===== src/rtl/stripe_arbiter_pkg.sv =====
// Shared definitions for the two-requester stripe arbiter.
// Holds the FSM state encoding and the default datapath width and burst length.
// Imported by stripe_arbiter and available to anything that talks to it.
package stripe_arbiter_pkg;

  localparam int DATA_W_DEF  = 32;
  localparam int BURST_DEF   = 4;
  localparam int BURST_CNT_W = 4;

  typedef enum logic [1:0] {
    IDLE   = 2'd0,
    SERVE0 = 2'd1,
    SERVE1 = 2'd2
  } state_e;

endpackage


===== src/rtl/stripe_arbiter.sv =====
// Purpose : round-robin burst arbiter feeding one word per cycle to a two-lane byte striper.
// Latency : 1 cycle from consumption (grant & req & ready) to valid_out/data_out/lane_tag.
// Backpressure: ready=0 freezes all state; only a requester dropping req can end a grant then.
//
// Ports:
//   clk, reset          - single clock, asynchronous active-high reset
//   req_k / data_k      - requester k (k=0,1) presents a word
//   ready               - striping datapath accepts a word this cycle
//   grant_k             - requester k owns the datapath (Moore, decoded from state)
//   valid_out/data_out  - registered word to the striper
//   lane_tag            - striper lane for data_out, alternates per word from 0 after reset
//   cnt_0, cnt_1        - wrapping count of words consumed per requester
module stripe_arbiter
  import stripe_arbiter_pkg::*;
#(
  parameter int DATA_W = DATA_W_DEF,
  parameter int BURST  = BURST_DEF
) (
  input  logic              clk,
  input  logic              reset,
  input  logic              req_0,
  input  logic [DATA_W-1:0] data_0,
  input  logic              req_1,
  input  logic [DATA_W-1:0] data_1,
  input  logic              ready,
  output logic              grant_0,
  output logic              grant_1,
  output logic              valid_out,
  output logic [DATA_W-1:0] data_out,
  output logic              lane_tag,
  output logic [7:0]        cnt_0,
  output logic [7:0]        cnt_1
);

  state_e                 state_q, state_d;
  logic [BURST_CNT_W-1:0] burst_q, burst_d;
  logic                   rr_q, rr_d;        // requester preferred when both ask from IDLE
  logic                   lane_q, lane_d;
  logic                   valid_q, valid_d;
  logic [DATA_W-1:0]      data_q, data_d;
  logic                   lane_tag_q, lane_tag_d;
  logic [7:0]             cnt_0_q, cnt_0_d;
  logic [7:0]             cnt_1_q, cnt_1_d;

  logic serving;
  logic sel;        // owner index while serving
  logic own_req;
  logic other_req;
  logic at_limit;
  logic consume;
  logic end_grant;

  assign serving   = (state_q != IDLE);
  assign sel       = (state_q == SERVE1);
  assign own_req   = sel ? req_1 : req_0;
  assign other_req = sel ? req_0 : req_1;
  // A full burst is retired on the cycle after its last word; that cycle is
  // the grant hand-over and does not consume.
  assign at_limit  = (burst_q == BURST_CNT_W'(BURST));
  assign consume   = serving && own_req && ready && !at_limit;
  // A dropped request ends the grant even under backpressure.
  assign end_grant = serving && (!own_req || (ready && at_limit));

  always_comb begin
    state_d    = state_q;
    burst_d    = burst_q;
    rr_d       = rr_q;
    lane_d     = lane_q;
    valid_d    = 1'b0;
    data_d     = data_q;
    lane_tag_d = lane_tag_q;
    cnt_0_d    = cnt_0_q;
    cnt_1_d    = cnt_1_q;

    case (state_q)
      IDLE: begin
        if (ready) begin
          if (req_0 && req_1) state_d = rr_q ? SERVE1 : SERVE0;
          else if (req_0)     state_d = SERVE0;
          else if (req_1)     state_d = SERVE1;
        end
      end
      default: begin
        if (end_grant) begin
          burst_d = '0;
          rr_d    = ~sel;
          if (other_req)    state_d = sel ? SERVE0 : SERVE1;
          else if (own_req) state_d = state_q;
          else              state_d = IDLE;
        end else if (consume) begin
          burst_d = burst_q + 1'b1;
        end
      end
    endcase

    if (consume) begin
      valid_d    = 1'b1;
      data_d     = sel ? data_1 : data_0;
      lane_tag_d = lane_q;
      lane_d     = ~lane_q;
      if (sel) cnt_1_d = cnt_1_q + 8'd1;
      else     cnt_0_d = cnt_0_q + 8'd1;
    end
  end

  always_ff @(posedge clk or posedge reset) begin
    if (reset) begin
      state_q    <= IDLE;
      burst_q    <= '0;
      rr_q       <= 1'b0;
      lane_q     <= 1'b0;
      valid_q    <= 1'b0;
      data_q     <= '0;
      lane_tag_q <= 1'b0;
      cnt_0_q    <= '0;
      cnt_1_q    <= '0;
    end else begin
      state_q    <= state_d;
      burst_q    <= burst_d;
      rr_q       <= rr_d;
      lane_q     <= lane_d;
      valid_q    <= valid_d;
      data_q     <= data_d;
      lane_tag_q <= lane_tag_d;
      cnt_0_q    <= cnt_0_d;
      cnt_1_q    <= cnt_1_d;
    end
  end

  assign grant_0   = (state_q == SERVE0);
  assign grant_1   = (state_q == SERVE1);
  assign valid_out = valid_q;
  assign data_out  = data_q;
  assign lane_tag  = lane_tag_q;
  assign cnt_0     = cnt_0_q;
  assign cnt_1     = cnt_1_q;

endmodule


===== config.mk =====
export PLATFORM = sky130hd
export DESIGN_NAME = stripe_arbiter
export DESIGN_NICKNAME = d
export VERILOG_FILES = /design/src/rtl/stripe_arbiter_pkg.sv /design/src/rtl/stripe_arbiter.sv
export SDC_FILE = /design/constraint.sdc
export NUM_CORES = 1
export LEC_CHECK = 0
export CAP_MARGIN = 20
export CORE_UTILIZATION = 40
export CTS_CLUSTER_SIZE = 8
export DETAILED_ROUTE_END_ITERATION = 8
export MAX_ROUTING_LAYER = met4
export PLACE_DENSITY = 0.77
export SLEW_MARGIN = 40
export SYNTH_ARGS = -nofsm -noshare
export SYNTH_HDL_FRONTEND = slang
export SYNTH_SLANG_ARGS = --single-unit

===== constraint.sdc =====
create_clock -name clk -period 6.22 [get_ports clk]
set_input_delay 1.866 -clock clk [delete_from_list [all_inputs] [get_ports clk]]
set_output_delay 1.866 -clock clk [all_outputs]
set_load 0.05 [all_outputs]

; ---- Word level (Yosys, flattened, before mapping)
; Index checks and enable logic that the tools add are counted.
; W data, S select, Z words.
[classes]
order_cmp = 0
bitwise = 3
div = 0
multipliers = 0
eq_ne = 6
reduce_logical = 18
n_mux = 16
addsub = 3
shifts = 0
[ops]
columns = cell, count
row1 = $mux W32, 1
row2 = $mux W2, 10
row3 = $add A8 B1 Y8 const B, 2
row4 = $mux W4, 2
row5 = $reduce_and A2 Y1, 4
row6 = $logic_and A1 B1 Y1, 6
row7 = $reduce_bool A2 Y1, 3
row8 = $add A4 B1 Y4 const B, 1
row9 = $eq A4 B3 Y1 const B, 1
row10 = $ne A4 B4 Y1 const B, 1
row11 = $reduce_and A4 Y1, 1
row12 = $mux W1, 3
row13 = $ne A3 B1 Y1 const B, 1
row14 = $not A1 Y1, 3
row15 = $eq A2 B1 Y1 const B, 1
row16 = $eq A2 B2 Y1 const B, 1
row17 = $logic_not A1 Y1, 2
row18 = $logic_not A2 Y1, 1
row19 = $ne A2 B2 Y1 const B, 1
row20 = $logic_or A1 B1 Y1, 1
[totals]
ff_bits = 58
elab_cells = 55
mem_bits_ro = 0
latchBits = 0
ram_bits = 0
mem_count = 0

; ---- Depth between registers and ports, before layout
; Gate-level depths: netlist of the first run.
[depth]
ltp_word = 7
ltp_mapped = 9

; ---- Worst setup path after synthesis of the first run
; Ideal clock, no wire load.
[synth_timing]
kind = input port to flip-flop
startpoint = input req_1
endpoint = register cnt_1_q[1] (netlist: cnt_1[1])
stages = 4
t_required_ns = 6.095
n_path_buf = 2
path_slack_ns = 3.099
arrival_ns = 2.996
path_cell_list = clkbuf_1 > nor4b_2 > buf_2 > mux2_2
[synth_between]
elab_chain_cells = 5
[synth_lines]
columns = element, line_no
row1 = start: declaration, stripe_arbiter.sv:23  ; input logic req_1,
row2 = $mux W1, stripe_arbiter.sv:55  ; assign own_req = sel ? req_1 : req_0;
row3 = $logic_and A1 B1 Y1 (3 in series), stripe_arbiter.sv:60  ; assign consume = serving && own_req && ready && !at_limit;
row4 = $reduce_and A2 Y1 (no source line), --
row5 = end signal: assignment, stripe_arbiter.sv:126  ; cnt_1_q <= cnt_1_d;
row6 = end: declaration, stripe_arbiter.sv:43  ; logic [7:0] cnt_1_q, cnt_1_d;
; Every way passes these cells.
; A chain may end at the register's enable or synchronous reset.

; ---- Worst setup path in the final report of the first run
[layout_timing]
startpoint = register state_q[0]
endpoint = output grant_1
[layout_between]
elab_chain_cells = 1
[layout_lines]
columns = element, line_no
row1 = start: declaration, stripe_arbiter.sv:35  ; state_e state_q, state_d;
row2 = start signal: assignment, stripe_arbiter.sv:118  ; state_q <= state_d;
row3 = $eq A2 B2 Y1, stripe_arbiter.sv:131  ; assign grant_1 = (state_q == SERVE1);
row4 = end: declaration, stripe_arbiter.sv:27  ; output logic grant_1,
; Every way passes these cells.

==> results of run 1 <==
## kinds of logic after synthesis
family | count (synthesis) | synth area share
buffers and inverters | 23 | 0.0446
AO/OA/AOI/OAI | 82 | 0.233
XOR/XNOR | 15 | 0.0488
flip-flops | 58 | 0.539
adder cells (fa/ha/maj) | 4 | 0.0186
AND/OR/NAND/NOR | 38 | 0.0901
multiplexers | 6 | 0.0260
## state kept, by name, summed over array words and instances, names as in the netlist
name and count:
data_out 32, cnt_0 8, cnt_1 8, burst_q 4, state_q 2, lane_q 1, lane_tag 1, rr_q 1
valid_out 1
## worst max-delay path by stage
stage	start	cells after the start	slack, ns	end
floorplan	reset	1	2.93	burst_q[0]$_DFFE_PP0P_
global placement	ready	6	1.91	data_out[30]$_DFFE_PP0P_
detailed placement	ready	6	2.14	data_out[10]$_DFFE_PP0P_
CTS	state_q[0]$_DFFE_PP0P_	3	2.28	grant_1
global route	state_q[0]$_DFFE_PP0P_	3	2.21	grant_1
finish	state_q[0]$_DFFE_PP0P_	3	2.29	grant_1
## layout make-up
cell class	count	area (µm²)	share of cell area
Clock buffer	15	176	0.0425
Clock inverter	1	7.51	0.00181
Inverter	8	30.0	0.00723
Multi-Input combinational cell	145	1140	0.274
Sequential cell	58	1450	0.349
Tap cell	77	96.3	0.0232
Timing Repair Buffer	127	1250	0.302
## routing by layer
layer,GRT usage,vias up,wire (µm)
li1,-,1080,-
met1,0.244,1080,2800
met2,0.328,95,3110
met3,0.0653,9,506
met4,0.0690,0,102
met5,-,-,0
## where the power goes
group	switching, mW	leakage, nW	internal, mW	total, mW
logic	0.692	1.13	0.425	1.12
registers	0.111	0.741	0.522	0.633
clock network	0.140	0.0900	0.178	0.318
total	0.944	1.96	1.13	2.07
## placed cells by master, fill, tap and decap left out, types with 2 or more instances in the layout
cell	n
a21o_1	32
a21oi_1	6
a22o_1	32
and3_1	5
buf_4	7
clkbuf_1	3
clkbuf_8	12
clkdlybuf4s50_1	120
dfrtp_1	58
ha_1	4
inv_1	7
mux2_2	4
nand2_1	6
nand3_1	2
nand4_1	9
nor2_1	3
o21a_1	2
o21ai_0	4
o31ai_1	2
or4_1	2
xnor2_1	12
xor2_1	3
## worst reg2reg max path, delay by kind of cell, from the launching register on
kind	cells	cell delay (ns)
and+or+nand+nor	3	1.17
DFF	1	0.40
adders and majority gates	1	0.21
buffers and inverters	2	0.34
AOI/OAI and AO/OA	1	0.18
## metrics by stage
step                      std cells  hold slack [ns]  setup WS (ns)  utilization
after global routing            431            0.500           2.21        0.647
after CTS                       431            0.470           2.28        0.647
after floorplan                 226            0.438           2.93            -
after detailed placement        415            0.457           2.14        0.618
after global placement          412            0.456           1.91        0.615
final                           431            0.466           2.29        0.647
==> summary.md, run 1 <==
| Metric | Value |
|---|---|
| Post-CTS setup buffers | 0 |
| Clk sinks | 58 |
| Setup TNS | 0 ns |
| CP startpoint kind | register |
| Endpoints failing setup | 0 |
| Overflow after GRT | 0 |
| Total Power | approximately 2.1 mW |
| Ranking of synthesized cells by area | dfrtp_1 (54%), a22o_1 (10%), a21o_1 (8.9%) |
| Fmax | 0.255 GHz |
| Most frequent cell after synthesis | dfrtp_1 |
| IO Pins | 121 |
| Status | finished with violations |
| Iter 0 DRT Violations | about 110 |
| Core Rows | 29 |
| Worst Hold Path Cells | 1 |
| Antenna Nets Post-Route | 0 |
| Synth Register Bits | 58 |
| RSZ-0062 raised after global routing | false |
| Hold EP | lane_q$_DFFE_PP0P_ |
| DR WL/cell | 15.1 µm |
| Core area | 6420 µm² |
| CP cell instances | nand2b_2, inv_1, clkdlybuf4s50_1 |
| CTS resizes | 0 |
| Reg clk slew, reported paths | 0.06 ns |
| Largest area contributor in the netlist | dfrtp_1 |
| Post-Syn Area | about 2700 µm² |
| DRT Wirelength | 6510 µm |
| Max capacitance violation total | 0 |
| Pin count of the biggest net entering global routing | 59 |
| DR pass1 iterations | 6 |
| Die area | between 7000 and 8000 µm² |
| Critical-path maximum fanout | 11 |
| Arr. time, crit path | 2.06 ns |
| Leak pwr | slightly below 2 nW |
| Hold/Removal Path Class | register to register |
| H-tree depth | 3 |
| Critical R2R Launch | burst_q[0]$_DFFE_PP0P_ |
| Vias in the first global route | between 2000 and 2500 |
| Layout area overhead | 54.3% |
| EDFF count, synth | 0 |
| Final period util | 0.631 |
| CP required | about 4.4 ns |
| Post-synth top cells | dfrtp_1 (58), a21o_1 (32), a22o_1 (32) |
| I/O Buffers | 120 |
| Delay-heaviest family, CP | buffers and inverters |
| Clock Skew | 0.0133 ns |
| Placed Area | 3970 µm² |
| Post-synth cell types | 38 |
| Ys async rst share | 1.00 |
| Buf/Inv on CP | 2 |
| Max incr delay on CP | 0.82 ns |
| Yosys warnings | 0 |
| Final Instance Area | 4160 µm² |
| Cell count after synthesis | 226 |
| Max-slew headroom | 0.525 |
| Max stage delay cell, worst path | clkdlybuf4s50_1 |
| Die width | 84.1 µm |
| Minimum clock period | 3.93 ns |
| Max-slew violation count | 0 |
| Gp weighted congestion | 0.809 |
| Final #Nets | 422 |
| Top cell type's share of synthesized area | 0.539 |
| Final hold vios | 0 |
| N_diodes | 0 |
| WS Path Type | register to output port |
| First-pass GRT wire length | 11000 µm |
| Worst IR Drop VDD | approximately 0.25 mV |
| Root buf cell | clkbuf_8 |
| Fillcell total | 528 |
| Initial Util | 0.419 |
| Register-to-register setup slack | 3.82 ns |
| Maximum clock path buffer count | 2 |
| Hold Path Origin | lane_q$_DFFE_PP0P_ |
| CP Capture Type | output port |
| CTS Buf Count | 9 |
| Main synth FF type | dfrtp_1 |
| Mean Syn Cell Area | 11.9 µm² |
| Mapped Nets | 299 |
| Failing checks | DRC |
| PwrDens | ~500 nW/µm² |
| Slew @ Worst Pin | 0.713 ns |
| Vias | 2264 |
| Clk_lat worst skew | roughly 0.33 ns |
| Share of cells above drive strength 1 | 0.0876 |
| Initial antenna violation count | 0 |
| Seq/Total Area, Yosys | 0.539 |
| DR vias/cell | 5.25 |
| TritonCTS clock tree | built |
| Reg-to-Reg End | data_out[18]$_DFFE_PP0P_ |
| Reg2reg path depth | 7 |
| CTS Hold Buffers Added | 0 |
| DRC Markers | 20 |
| Hpwl dp | ~4700 µm |
| Total GRT Usage | 0.204 |
| Die height | 84.1 µm |
No activity file was read; power rests on OpenSTA's default activity.
==> run 2: changes to the inputs <==
Clock period 6.22 ns to 3.85 ns, I/O delays scaled along.
==> summary.md, run 2 (synthesis gave the netlist of run 1 again) <==
| Metric | Value |
|---|---|
| Final hold vios | 0 (unchanged) |
| Initial antenna violation count | 0 (unchanged) |
| Maximum clock path buffer count | 2 (unchanged) |
| Die area | 7070 µm² (unchanged) |
| Core area | 6420 µm² (unchanged) |
| CTS Buf Count | 9 (unchanged) |
| Max capacitance violation total | 0 (unchanged) |
| Most frequent cells in the layout | clkdlybuf4s50_1 (120), dfrtp_1 (58), a22o_1 (32), a21o_1 (32), xnor2_1 (12) |
| CP cell instances | nand2b_2, inv_1, clkdlybuf4s50_1 |
| Cells after DPL | 414 (-0.24%) |
| WS Path Type | register to output port |
| Arr. time, crit path | 2.05 ns (about the same) |
| CP required | 2.69 ns (-1.66 ns) |
| Final period util | 0.832 |
| Critical-path maximum fanout | 11 (unchanged) |
| RSZ-0062 raised after global routing | false |
| CP startpoint kind | register |
| Layout area overhead | 52.3% |
| DR vias/cell | 5.26 (+0.18%) |
| I/O Buffers | 120 (unchanged) |
| Reg2reg path depth | 7 (unchanged) |
| Status | finished with violations |
| TritonCTS clock tree | built |
| Failing checks | DRC |
| Max-slew violation count | 0 (unchanged) |
| Die width | 84.1 µm (unchanged) |
| Final #Nets | 421 (-0.24%) |
| Fillcell total | 542 (+2.7%) |
| Initial Util | 0.419 (unchanged) |
| Hold/Removal Path Class | register to register |
| Share of cells above drive strength 1 | 0.0743 (-0.0133) |
| Reg-to-Reg End | data_out[14]$_DFFE_PP0P_ |
| Worst IR Drop VDD | 0.551 mV (+120%) |
| Slew @ Worst Pin | 0.536 ns (-0.177 ns) |
| DR WL/cell | 15.2 µm (+0.30%) |
| Max reg flops | 32 (unchanged) |
| PwrDens | 791 nW/µm² (+59%) |
| Max stage delay cell, worst path | clkdlybuf4s50_1 |
| Clk sinks | 58 (unchanged) |
| Clock Skew | 0.00646 ns (-0.00681 ns) |
| Clk_lat worst skew | 0.32 ns (about the same) |
| First-pass GRT wire length | 10600 µm (-3.0%) |
| Gp weighted congestion | 0.775 (-4.2%) |
| CTS Hold Buffers Added | 0 (unchanged) |
| Root buf cell | clkbuf_8 |
| Hold Path Origin | cnt_1[7]$_DFFE_PP0P_ |
| Overflow after GRT | 0 (unchanged) |
| Die height | 84.1 µm (unchanged) |
| DR pass1 iterations | 6 (unchanged) |
| Commonest non-fill, non-tap cell in the layout | clkdlybuf4s50_1 |
| Iter 0 DRT Violations | 88 (-22%) |
| Max incr delay on CP | 0.82 ns (about the same) |
| Setup TNS | 0 ns (unchanged) |
| Leak pwr | 1.93 nW (-1.3%) |
| H-tree depth | 3 (unchanged) |
| DRT Wirelength | 6470 µm (-0.63%) |
| CTS resizes | 0 (unchanged) |
| Endpoints failing setup | 0 (unchanged) |
| Hpwl dp | 4750 µm (+1.3%) |
| Critical R2R Launch | burst_q[0]$_DFFE_PP0P_ |
| Max-slew headroom | 0.642 (+0.117) |
| Non-filler instance count after layout | 427 (-0.93%) |
| Pin count of the biggest net entering global routing | 41 (-31%) |
| Minimum clock period | 3.20 ns |
| Core Rows | 29 (unchanged) |
| Register-to-register setup slack | 1.56 ns (-2.26 ns) |
| Total GRT Usage | 0.196 (-0.00811) |
| Post-CTS setup buffers | 0 (unchanged) |
| Vias in the first global route | 2276 (-2.5%) |
| Launch point of the critical path | state_q[0]$_DFFE_PP0P_ |
| Reg clk slew, reported paths | 0.06 ns (about the same) |
| Vias | 2247 (-0.75%) |
| Fmax | 0.312 GHz |
| CP Capture Type | output port |
| Antenna Nets Post-Route | 0 (unchanged) |
| DRC Markers | 21 (+5.0%) |
| N_diodes | 0 (unchanged) |
| IO Pins | 121 (unchanged) |
| Setup crit end | grant_1 |
[run 2: changes by cell type in the layout (fill, tap and decap cells not counted), sizes merged]
cell,delta
buf,-1
clkbuf,-3
clkinv,+1
clkinvlp,-1
[run 2: metrics by stage]
step	power, mW	hold slack, ns	util	setup WS [ns]	cell area, µm²
finish	3.24	0.463	0.639	0.647	4100
global route	3.42	0.485	0.639	0.553	4100
CTS	3.28	0.469	0.639	0.623	4100
detailed placement	2.85	0.457	0.617	0.628	3960
global placement	2.81	0.456	0.617	0.671	3960
floorplan	2.22	0.438	-	1.27	2690
[run 2: where the power goes]
part / internal [mW] / switching (mW) / total [mW]
combinational: 0.683 / 1.11 / 1.80
sequential: 0.844 / 0.182 / 1.03
clock: 0.222 / 0.198 / 0.420
[run 2: worst min path at each step]
stage                                       to  slack (ns)  cells after the start
final                     cnt_1[7]$_DFFE_PP0P_        0.46                      1
after CTS                 cnt_1[7]$_DFFE_PP0P_        0.47                      1
after detailed placement  cnt_1[7]$_DFFE_PP0P_        0.46                      1
after global routing      cnt_1[7]$_DFFE_PP0P_        0.48                      1
after floorplan             lane_q$_DFFE_PP0P_        0.44                      1
after global placement    cnt_1[7]$_DFFE_PP0P_        0.46                      1
[run 2: area by class of cell]
class                           count  area [µm²]  area share
Multi-Input combinational cell    145        1140       0.278
Tap cell                           77        96.3      0.0235
Clock inverter                      1        5.00     0.00122
Clock buffer                       12         135      0.0329
Inverter                            8        30.0     0.00732
Timing Repair Buffer              126        1250       0.304
Sequential cell                    58        1450       0.354
[run 2: worst max-delay path: cells and delay by family, from the launching register on]
| kind | cells | cell delay (ns) |
|---|---|---|
| buffers and inverters | 2 | 0.97 |
| AND/OR/NAND/NOR | 1 | 0.29 |
| flip-flops | 1 | 0.47 |
[run 2: metal layers]
layer | share of wire | vias up | global-route usage
met4 | 0.011 | 0 | 0.0737
li1 | - | 1078 | -
met3 | 0.072 | 7 | 0.0485
met5 | 0 | - | -
met1 | 0.45 | 1075 | 0.242
met2 | 0.47 | 87 | 0.313
==> run 3: changes to the inputs <==
Settings changed: CORE_UTILIZATION 40 to 38.
Clock period 3.85 ns to 2.6 ns, I/O delays scaled along.
==> summary.md, run 3 (synthesis gave the netlist of run 1 again) <==
| Metric | Value |
|---|---|
| Slew @ Worst Pin | 0.541 ns (+0.00546 ns) |
| CP cell instances | clkdlybuf4s50_1 |
| Metal2 WL | 3190 µm (+4.9%) |
| Max-slew headroom | 0.638 (-0.00365) |
| Die area | 7430 µm² (+5.1%) |
| Launch point of the critical path | cnt_0[0]$_DFFE_PP0P_ |
| Fin worst setup slack | 0.177 ns (-0.471 ns) |
| Core Rows | 30 (+3.4%) |
| Met3 wire len | 501 µm (+6.8%) |
| Minimum clock period | 2.42 ns |
| Max reg flops | 32 (unchanged) |
| Wl on met1 | 2730 µm (-5.5%) |
| Fillcell total | 599 (+11%) |
| Arr. time, crit path | 1.64 ns (-0.41 ns) |
| DR WL/cell | 14.3 µm (-5.9%) |
| CTS Buf Count | 9 (unchanged) |
| Initial Util | 0.394 (-0.0251) |
| DRT Wirelength | 6490 µm (+0.26%) |
| CP startpoint kind | register |
| TritonCTS clock tree | built |
| Non-filler instance count after layout | 455 (+6.6%) |
| Clock Skew | 0.00811 ns (+0.00165 ns) |
| Max-slew violation count | 0 (unchanged) |
| RSZ-0062 raised after global routing | false |
| Vias in the first global route | 2100 (-7.7%) |
| Hold/Removal Path Class | register to register |
| Root buf cell | clkbuf_8 |
| IO Pins | 121 (unchanged) |
| Commonest non-fill, non-tap cell in the layout | clkdlybuf4s50_1 |
| DRC Markers | 0 (-100%) |
| Total GRT Usage | 0.184 (-0.0120) |
| Vias | 2262 (+0.67%) |
| Overflow after GRT | 0 (unchanged) |
| I/O Buffers | 120 (unchanged) |
| Layout area overhead | 59.7% |
| Max capacitance violation total | 0 (unchanged) |
| Critical-path maximum fanout | 6 (-5) |
| Buf/Inv on CP | 1 (-1) |
| DR vias/cell | 4.97 (-5.5%) |
| Most frequent cells in the layout | clkdlybuf4s50_1 (118), dfrtp_1 (58), a22o_1 (32), a21o_1 (32), xnor2_1 (12) |
| Dpl ws | 0.0893 ns (-0.539 ns) |
| Hold Path Origin | data_out[28]$_DFFE_PP0P_ |
| CP required | 1.82 ns (-0.87 ns) |
| Die height | 86.2 µm (+2.5%) |
| Antenna Nets Post-Route | 0 (unchanged) |
| Clk sinks | 58 (unchanged) |
| WS Path Type | register to output port |
| Reg clk slew, reported paths | 0.06 ns (about the same) |
| Leak pwr | 2.03 nW (+5.0%) |
| Top sig layer | met4 |
| Final hold vios | 0 (unchanged) |
| Initial antenna violation count | 0 (unchanged) |
| Maximum clock path buffer count | 2 (unchanged) |
| Max stage delay cell, worst path | clkdlybuf4s50_1 |
| Clk_lat worst skew | 0.32 ns (about the same) |
| Share of cells above drive strength 1 | 0.106 (+0.0316) |
| Post-CTS setup buffers | 0 (unchanged) |
| Core area | 6830 µm² (+6.4%) |
| Hpwl dp | 4750 µm (about the same) |
| Final period util | 0.932 |
| DR pass1 iterations | 4 (-2) |
| H-tree depth | 3 (unchanged) |
| Die width | 86.2 µm (+2.5%) |
| Gp weighted congestion | 0.750 (-3.1%) |
| Total Power | 5.13 mW (+58%) |
| Pin count of the biggest net entering global routing | 59 (+44%) |
| Delay-heaviest family, CP | buffers and inverters |
| Final #Nets | 427 (+1.4%) |
| Worst IR Drop VDD | 0.694 mV (+26%) |
| Cells after DPL | 439 (+6.0%) |
| Critical R2R Launch | burst_q[0]$_DFFE_PP0P_ |
| First-pass GRT wire length | 10200 µm (-4.0%) |
| CP Capture Type | output port |
| Status | completed |
| N_diodes | 0 (unchanged) |
| Max incr delay on CP | 0.86 ns (+0.04 ns) |
| Endpoints failing setup | 0 (unchanged) |
| Setup TNS | 0 ns (unchanged) |
| Fmax | 0.413 GHz |
| PwrDens | 1190 nW/µm² (+51%) |
| Iter 0 DRT Violations | 105 (+19%) |
## run 3: cell count changes in the layout (fill, tap and decap cells not counted), sizes merged
cell | previous run | this run
buf | 6 | 13
bufinv | 0 | 2
clkbuf | 12 | 11
clkdlybuf4s50 | 120 | 118
clkinv | 1 | 2
clkinvlp | 0 | 1
dlymetal6s2s | 0 | 1
## run 3: timing repair
item,CTS,global route
endpoints found under the setup margin,0,1
hold buffers,0,0
resized for setup,0,1
## run 3: cell type report
| cell class | count | area, µm² | share of cell area |
|---|---|---|---|
| timing repair buffer | 132 | 1340 | 0.312 |
| inverter | 8 | 30.0 | 0.00698 |
| multi-input combinational | 145 | 1140 | 0.265 |
| clock buffer | 11 | 141 | 0.0329 |
| sequential | 58 | 1450 | 0.337 |
| clock inverter | 5 | 77.6 | 0.0180 |
| tap | 96 | 120 | 0.0279 |
## run 3: worst paths after layout
kind	end	slack [ns]	cells after the start
worst max-delay path	cnt_0[0]	0.18	1
worst min-delay path	data_out[28]$_DFFE_PP0P_	0.47	1
worst max register to register	data_out[27]$_DFFE_PP0P_	0.51	7
worst min register to register	data_out[28]$_DFFE_PP0P_	0.47	1
max in group asynchronous	rr_q$_DFFE_PP0P_	1.51	3
min in group asynchronous	cnt_1[2]$_DFFE_PP0P_	0.82	3
## run 3: per-stage QoR
step                      area (µm²)  utilization  hold slack, ns
after floorplan                 2690            -           0.438
after global placement          4080        0.597           0.458
after detailed placement        4080        0.597           0.464
after CTS                       4300        0.629           0.478
after global routing            4300        0.630           0.491
final                           4300        0.630           0.473
## run 3: report_power, final
part | internal (mW) | switching [mW] | leakage [nW]
Combinational | 1.05 | 1.66 | 1.18
Clock | 0.563 | 0.348 | 0.109
Sequential | 1.25 | 0.259 | 0.741
## run 3: layer usage
metal  up-vias  track usage
met3         7       0.0476
met4         0       0.0682
li1       1092            -
met5         -            -
met2        80        0.299
met1      1083        0.222
